--- src/rtl/key_pkg.sv ---
// rtl/key_pkg.sv - shared constants and helpers for the key pulse generator
package key_pkg;

    localparam logic KEY_PRESSED  = 1'b1;
    localparam logic KEY_RELEASED = 1'b0;

    // A one-bit counter is the minimum even when DB_CYCLES is tiny.
    function automatic int cnt_width(input int db_cycles);
        int w;
        w = $clog2(db_cycles);
        return (w < 1) ? 1 : w;
    endfunction

endpackage

--- src/rtl/key_debounce.sv ---
// rtl/key_debounce.sv - one key channel: polarity normalise, 2-flop sync, debounce, rise detect
module key_debounce
    import key_pkg::*;
#(
    parameter int DB_CYCLES      = 1000000,
    parameter bit KEY_ACTIVE_LOW = 1'b1
) (
    input  logic clk,
    input  logic rst,
    input  logic raw,
    output logic level,
    output logic press
);

    localparam int            CW      = cnt_width(DB_CYCLES);
    localparam logic [CW-1:0] CNT_MAX = CW'(DB_CYCLES - 1);

    logic          norm;
    logic          s1;
    logic          s2;
    logic          stable;
    logic          stable_d;
    logic [CW-1:0] cnt;

    assign norm = KEY_ACTIVE_LOW ? ~raw : raw;

    // Synchronizer resets to the released level so reset alone never looks like a press.
    always_ff @(posedge clk) begin
        if (rst) begin
            s1       <= KEY_RELEASED;
            s2       <= KEY_RELEASED;
            stable   <= KEY_RELEASED;
            stable_d <= KEY_RELEASED;
            cnt      <= '0;
        end else begin
            s1       <= norm;
            s2       <= s1;
            stable_d <= stable;
            if (s2 != stable) begin
                if (cnt == CNT_MAX) begin
                    stable <= s2;
                    cnt    <= '0;
                end else begin
                    cnt <= cnt + 1'b1;
                end
            end else begin
                cnt <= '0;
            end
        end
    end

    assign level = stable;
    assign press = stable & ~stable_d;

endmodule

--- src/rtl/key_pulse_gen.sv ---
// rtl/key_pulse_gen.sv - two debounced keys into mutually exclusive single-cycle press pulses
module key_pulse_gen
    import key_pkg::*;
#(
    parameter int DB_CYCLES      = 1000000,
    parameter bit KEY_ACTIVE_LOW = 1'b1
) (
    input  logic       clk,
    input  logic       rst,
    input  logic [1:0] key_raw,
    output logic       k0,
    output logic       k1,
    output logic [1:0] key_level
);

    logic level0;
    logic level1;
    logic press0;
    logic press1;
    logic pend1;

    key_debounce #(
        .DB_CYCLES      (DB_CYCLES),
        .KEY_ACTIVE_LOW (KEY_ACTIVE_LOW)
    ) u_db0 (
        .clk   (clk),
        .rst   (rst),
        .raw   (key_raw[0]),
        .level (level0),
        .press (press0)
    );

    key_debounce #(
        .DB_CYCLES      (DB_CYCLES),
        .KEY_ACTIVE_LOW (KEY_ACTIVE_LOW)
    ) u_db1 (
        .clk   (clk),
        .rst   (rst),
        .raw   (key_raw[1]),
        .level (level1),
        .press (press1)
    );

    // Key 0 wins a collision; key 1 is parked in pend1 and issued the next cycle.
    always_ff @(posedge clk) begin
        if (rst) begin
            k0    <= 1'b0;
            k1    <= 1'b0;
            pend1 <= 1'b0;
        end else begin
            k0    <= press0;
            k1    <= (press1 | pend1) & ~press0;
            pend1 <= (press1 | pend1) & press0;
        end
    end

    assign key_level = {level1, level0};

endmodule

--- config.mk ---
export PLATFORM = sky130hd
export DESIGN_NAME = key_pulse_gen
export DESIGN_NICKNAME = d
export VERILOG_FILES = /design/src/rtl/key_pkg.sv /design/src/rtl/key_debounce.sv /design/src/rtl/key_pulse_gen.sv
export SDC_FILE = /design/constraint.sdc
export NUM_CORES = 1
export LEC_CHECK = 0
export CORE_MARGIN = 3
export CORE_UTILIZATION = 60
export CTS_BUF_LIST = sky130_fd_sc_hd__clkbuf_4 sky130_fd_sc_hd__clkbuf_8
export DETAILED_ROUTE_END_ITERATION = 10
export GPL_TIMING_DRIVEN = 0
export PLACE_DENSITY = 0.77
export SYNTH_ARGS = -nofsm -noshare
export SYNTH_HDL_FRONTEND = slang
export SYNTH_SLANG_ARGS = --single-unit
--- constraint.sdc ---
create_clock -name clk -period 2 [get_ports clk]
set_input_delay 0.4 -clock clk [delete_from_list [all_inputs] [get_ports clk]]
set_output_delay 0.4 -clock clk [all_outputs]
set_load 0.1 [all_outputs]
# Word-level counts from Yosys, hierarchy flattened
# Cells that the tools add are included.
dict set report op_classes {
  addsub 2
  mul 0
  div_mod_pow 0
  order_cmp 0
  eq_ne 4
  shifts 0
  mux 0
  n_bitwise 12
  reduce_logical 4
}
# operator n
set op_table {}
lappend op_table {{adder 20 x 1 -> 20 bit (second input constant)} 2}
lappend op_table {{equality test 20 bit (second input constant)} 2}
lappend op_table {{NOT 1 bit} 7}
lappend op_table {{OR reduction 3 bit} 2}
lappend op_table {{bitwise AND 1 bit} 4}
lappend op_table {{AND reduction 2 bit} 2}
lappend op_table {{inequality test 1 bit} 2}
lappend op_table {{bitwise OR 1 bit} 1}
dict set report totals {
  reg_bits 51
  latchBits 0
  ram_bits 0
  mem_bits_ro 0
  inputBits 4
  out_inout_bits 4
  word_cells 35
  mem_count 0
}

# Longest topological paths before layout
dict set report depth {
  ltp_word 4
  ltp_mapped 6
  depth_no_buf 5
}

# By module
# From an unflattened synthesis, not the netlist that was laid out.
dict set report unflattened {
  hier_cells 237
  hier_area_um2 2213.4
}
# module instances cells_per_inst area_each_um2
set modules_own_cells {}
lappend modules_own_cells {key_debounce 2 114 1051.0}
lappend modules_own_cells {key_pulse_gen 1 9 111.4}

# Worst setup path before layout
# Ideal clock, no wire load.
dict set report synth_timing {
  kind {register -> register}
  from {register u_db1.cnt[10]}
  to {register u_db1.cnt[17]}
  arrival_time_ns 1.717
  path_slack_ns 0.213
  stages_incl_launch_ff 6
  n_path_buf 1
  period_less_slack_ns 1.787
  cell_sequence {dfxtp_1 -> nand3_2 -> or4_1 -> buf_2 -> or4_1 -> a21oi_1}
}
dict set report synth_via {
  elab_chain_cells 2
}
# element line
set synth_lines {}
lappend synth_lines {{start, declared} key_debounce.sv:23} ;# logic [CW-1:0] cnt;
lappend synth_lines {{start signal, assigned} key_debounce.sv:44} ;# cnt <= cnt + 1'b1;
lappend synth_lines {{parallel branches: the longest is 2 deep, another holds adder 20 x 1 -> 20 bit} --}
# Parallel ways; which one is timed is not known.
# A chain may end at the register's enable or synchronous reset.

# Worst setup path in the final report
dict set report layout_timing {
  from {register k0}
  to {output k0}
}
# element line
set layout_lines {}
lappend layout_lines {{start, declared} key_pulse_gen.sv:11} ;# output logic k0,
lappend layout_lines {{start signal, assigned} key_pulse_gen.sv:51} ;# k0 <= press0;
# No word-level cell between the ends.

==> results.md <==
- Count of different cell masters after synthesis: 35
- Final wirelength: 3830 um
- CTS clk-pin slew, worst paths: 0.13 ns
- Gpl congestion: 0.802
- CP top delay family: buffers and inverters
- Yosys reg bits: 51
- CP Buf/Inv Count: 1
- Vias per inst: 5.53
- Layout Cells excl Fill: 308
- Max-cap check violation count: 0
- All-Layer GR Usage: about 20%
- Post-synth top area share: between 40 and 50%
- Post-route DRC: 0
- Yosys warns: 0
- FMAX: between 500 and 600 MHz
- Sequential Area: 0.00103 sq mm
- Syn nets: 252
- Clk_lat worst skew: 0.38 ns
- Hold_ws: 0.448 ns
- H-tree Lvls: 2
- Slew Limit Headroom: 37.0%
- Routed len/inst: ~12 um
- Placed cell count: 299
- CTS tree: built
- Pwr dens: 687 mW/mm^2
- IO Port Bufs: 7
- Clock Tree Root: clkbuf_4
- Syn_area_per_cell: 8.85 sq um
- CP Cell Sequence: dlygate4sd2_1
- Filler instances: 264
- Drt first pass iters: 4
- Iteration-0 DRC Markers: 97
- Clk sinks: 51
- Die W: 66.2 um
- Fin crit share: a little over nine tenths
- CP arrival: 1.54 ns
- Outcome: completed
- Count of final max-slew check failures: 0
- First-pass GRT wire length: 6640 um
- Worst vdd ir: 0.422 mV
- Post-DP HPWL: between 2000 and 3000 um
- Setup CP Type: reg -> out
- Design Area, Final: 0.00242 sq mm
- Fin Clk Skew: ~0.013 ns
- Commonest non-fill, non-tap cell in the layout: dfxtp_1
- Slew @ Worst Pin: about 0.95 ns
- Die Span Y: 66.2 um
- TritonCTS Buffers: 5
- P&R area growth vs syn: 11.0%
- Min-Delay Path Class: reg -> reg
- Vias in the first global route: roughly 1.4k
- Nets@finish: 267
- Post-route ant nets: 0
- Top cells by area, synth: dfxtp_1, xor2_1, nor2_1, xnor2_1, nand4_1
- Slowest CP cell: dlygate4sd2_1
- Final setup violation count: 0
- Initial cell density of the core: 63.7%
- Fin. Hold Viols: 0
- Setup TNS: 0 ns
- Synth area leader: dfxtp_1
- Multi-input gate area: 0.00107 sq mm
- # diodes: 0
- Antenna violations before repair: 0
- Total number of vias: 1703
- # rows: 21
- Worst path max stage delay: 0.84 ns
- Lkg Pwr: 0.743 nW
- CP Data Required Time: 1.60 ns
- Most frequent cells in the layout: dfxtp_1, nor2_1, xor2_1
- Post-synthesis cell count: 246
- IO Count: 8
- Core box area: 0.00342 sq mm
- Tmin final: 1.94 ns
- GR Overflow Total: 0
- Power Total: 0.00166 W
- Placed Area: 0.00230 sq mm
- Share of layout cells above drive strength 1: 11.5%
- Die ar.: 0.00439 sq mm
- Max clock buf depth: 2
- Register area share after synthesis: 46.9%
- Crit. End Element: output port
- Mapped cell area: 0.00218 sq mm
- Worst setup SP type: flop
- RSZ-0062 raised after global routing: no
- Largest net degree at the start of global routing: 16
- Crit-path max FO: 1
## power breakdown
part / total, W / internal [W] / switching [W]
logic: 0.0000245 / 0.0000107 / 0.0000138
clock network: 0.000614 / 0.000296 / 0.000318
registers: 0.00102 / 0.00102 / 0.00000254
total: 0.00166 / 0.00133 / 0.000335
## layer usage
layer | up-vias | GRT usage (%) | part of all wire, %
li1 | 883 | - | -
met3 | 6 | 6.63 | 4.5
met2 | 26 | 28.1 | 41
met4 | 0 | 6.85 | 1.5
met5 | - | 0 | 0
met1 | 788 | 27.3 | 53
## Yosys cell counts
cell type	n
or4b_1	1
or3_1	6
and2_1	3
nand3_2	2
nor3_1	4
nor4bb_1	1
a21oi_1	14
xnor2_1	11
nand2_2	1
xor2_1	16
o21ai_1	1
and3_1	2
o21ai_0	6
nand3_1	10
dfxtp_1	51
and4_2	1
nor4b_1	2
ha_1	2
nand4_1	12
clkbuf_1	9
nand4b_1	1
nor3b_1	1
nor2_1	32
buf_2	1
nor4_1	5
o31ai_1	7
and4_1	2
or4_1	8
o21ai_2	1
or2_2	2
or2_1	1
nor2b_1	7
buf_4	2
inv_1	10
nand2_1	11
## area by class of cell
class                           instances  share of cell area (%)
Buffer                                 12                    2.43
Timing Repair Buffer                    8                    3.06
Clock inverter                          2                    1.45
Sequential cell                        51                    42.6
Tap cell                               46                    2.38
Multi-Input combinational cell        173                    44.4
Clock buffer                            6                    2.12
Inverter                               10                    1.55
## state kept, by name, indices dropped and copies added (netlist names)
register	cells
u_db1.s1	1
u_db1.s2	1
u_db1.stable_d	1
u_db0.s2	1
k1	1
k0	1
u_db1.level	1
pend1	1
u_db0.cnt	20
u_db1.cnt	20
u_db0.stable_d	1
u_db0.s1	1
u_db0.level	1
## cell families (layout without fill, tap and decap cells)
logic type | after synthesis | count (layout) | share of synthesized area (%)
flip-flops | 51 | 51 | 46.9
AND/OR/NAND/NOR | 115 | 115 | 29.3
XOR/XNOR | 27 | 27 | 10.9
adder cells (fa/ha/maj) | 2 | 2 | 1.15
buffers and inverters | 22 | 38 | 4.20
AO/OA/AOI/OAI | 29 | 29 | 7.64
## path summary, 6_finish.rpt
kind,from,endpoint,slack [ns],depth (start not counted)
setup reg to reg,u_db1.cnt[7],u_db1.cnt[18],0.14,5
hold / removal,u_db0.stable_d,k0,0.45,1
setup / recovery,k0,k0,0.06,1
hold reg to reg,u_db0.stable_d,k0,0.45,1
## repair_timing
item | CTS | global route
hold buffers | 0 | 0
pin swaps | 0 | 1
endpoints found under the setup margin | 34 | 33
hold endpoints to repair | 0 | 0
resized for setup | 10 | 9
buffers inserted | 0 | 1
## through the flow
stage | util [%] | setup slack (ns)
global route | 70.7 | 0.00668
detailed placement | 67.5 | -0.150
floorplan | - | 0.213
finish | 70.7 | 0.0597
global placement | 67.5 | -0.154
CTS | 70.0 | 0.0254
Power figures use the tool's default switching activity.
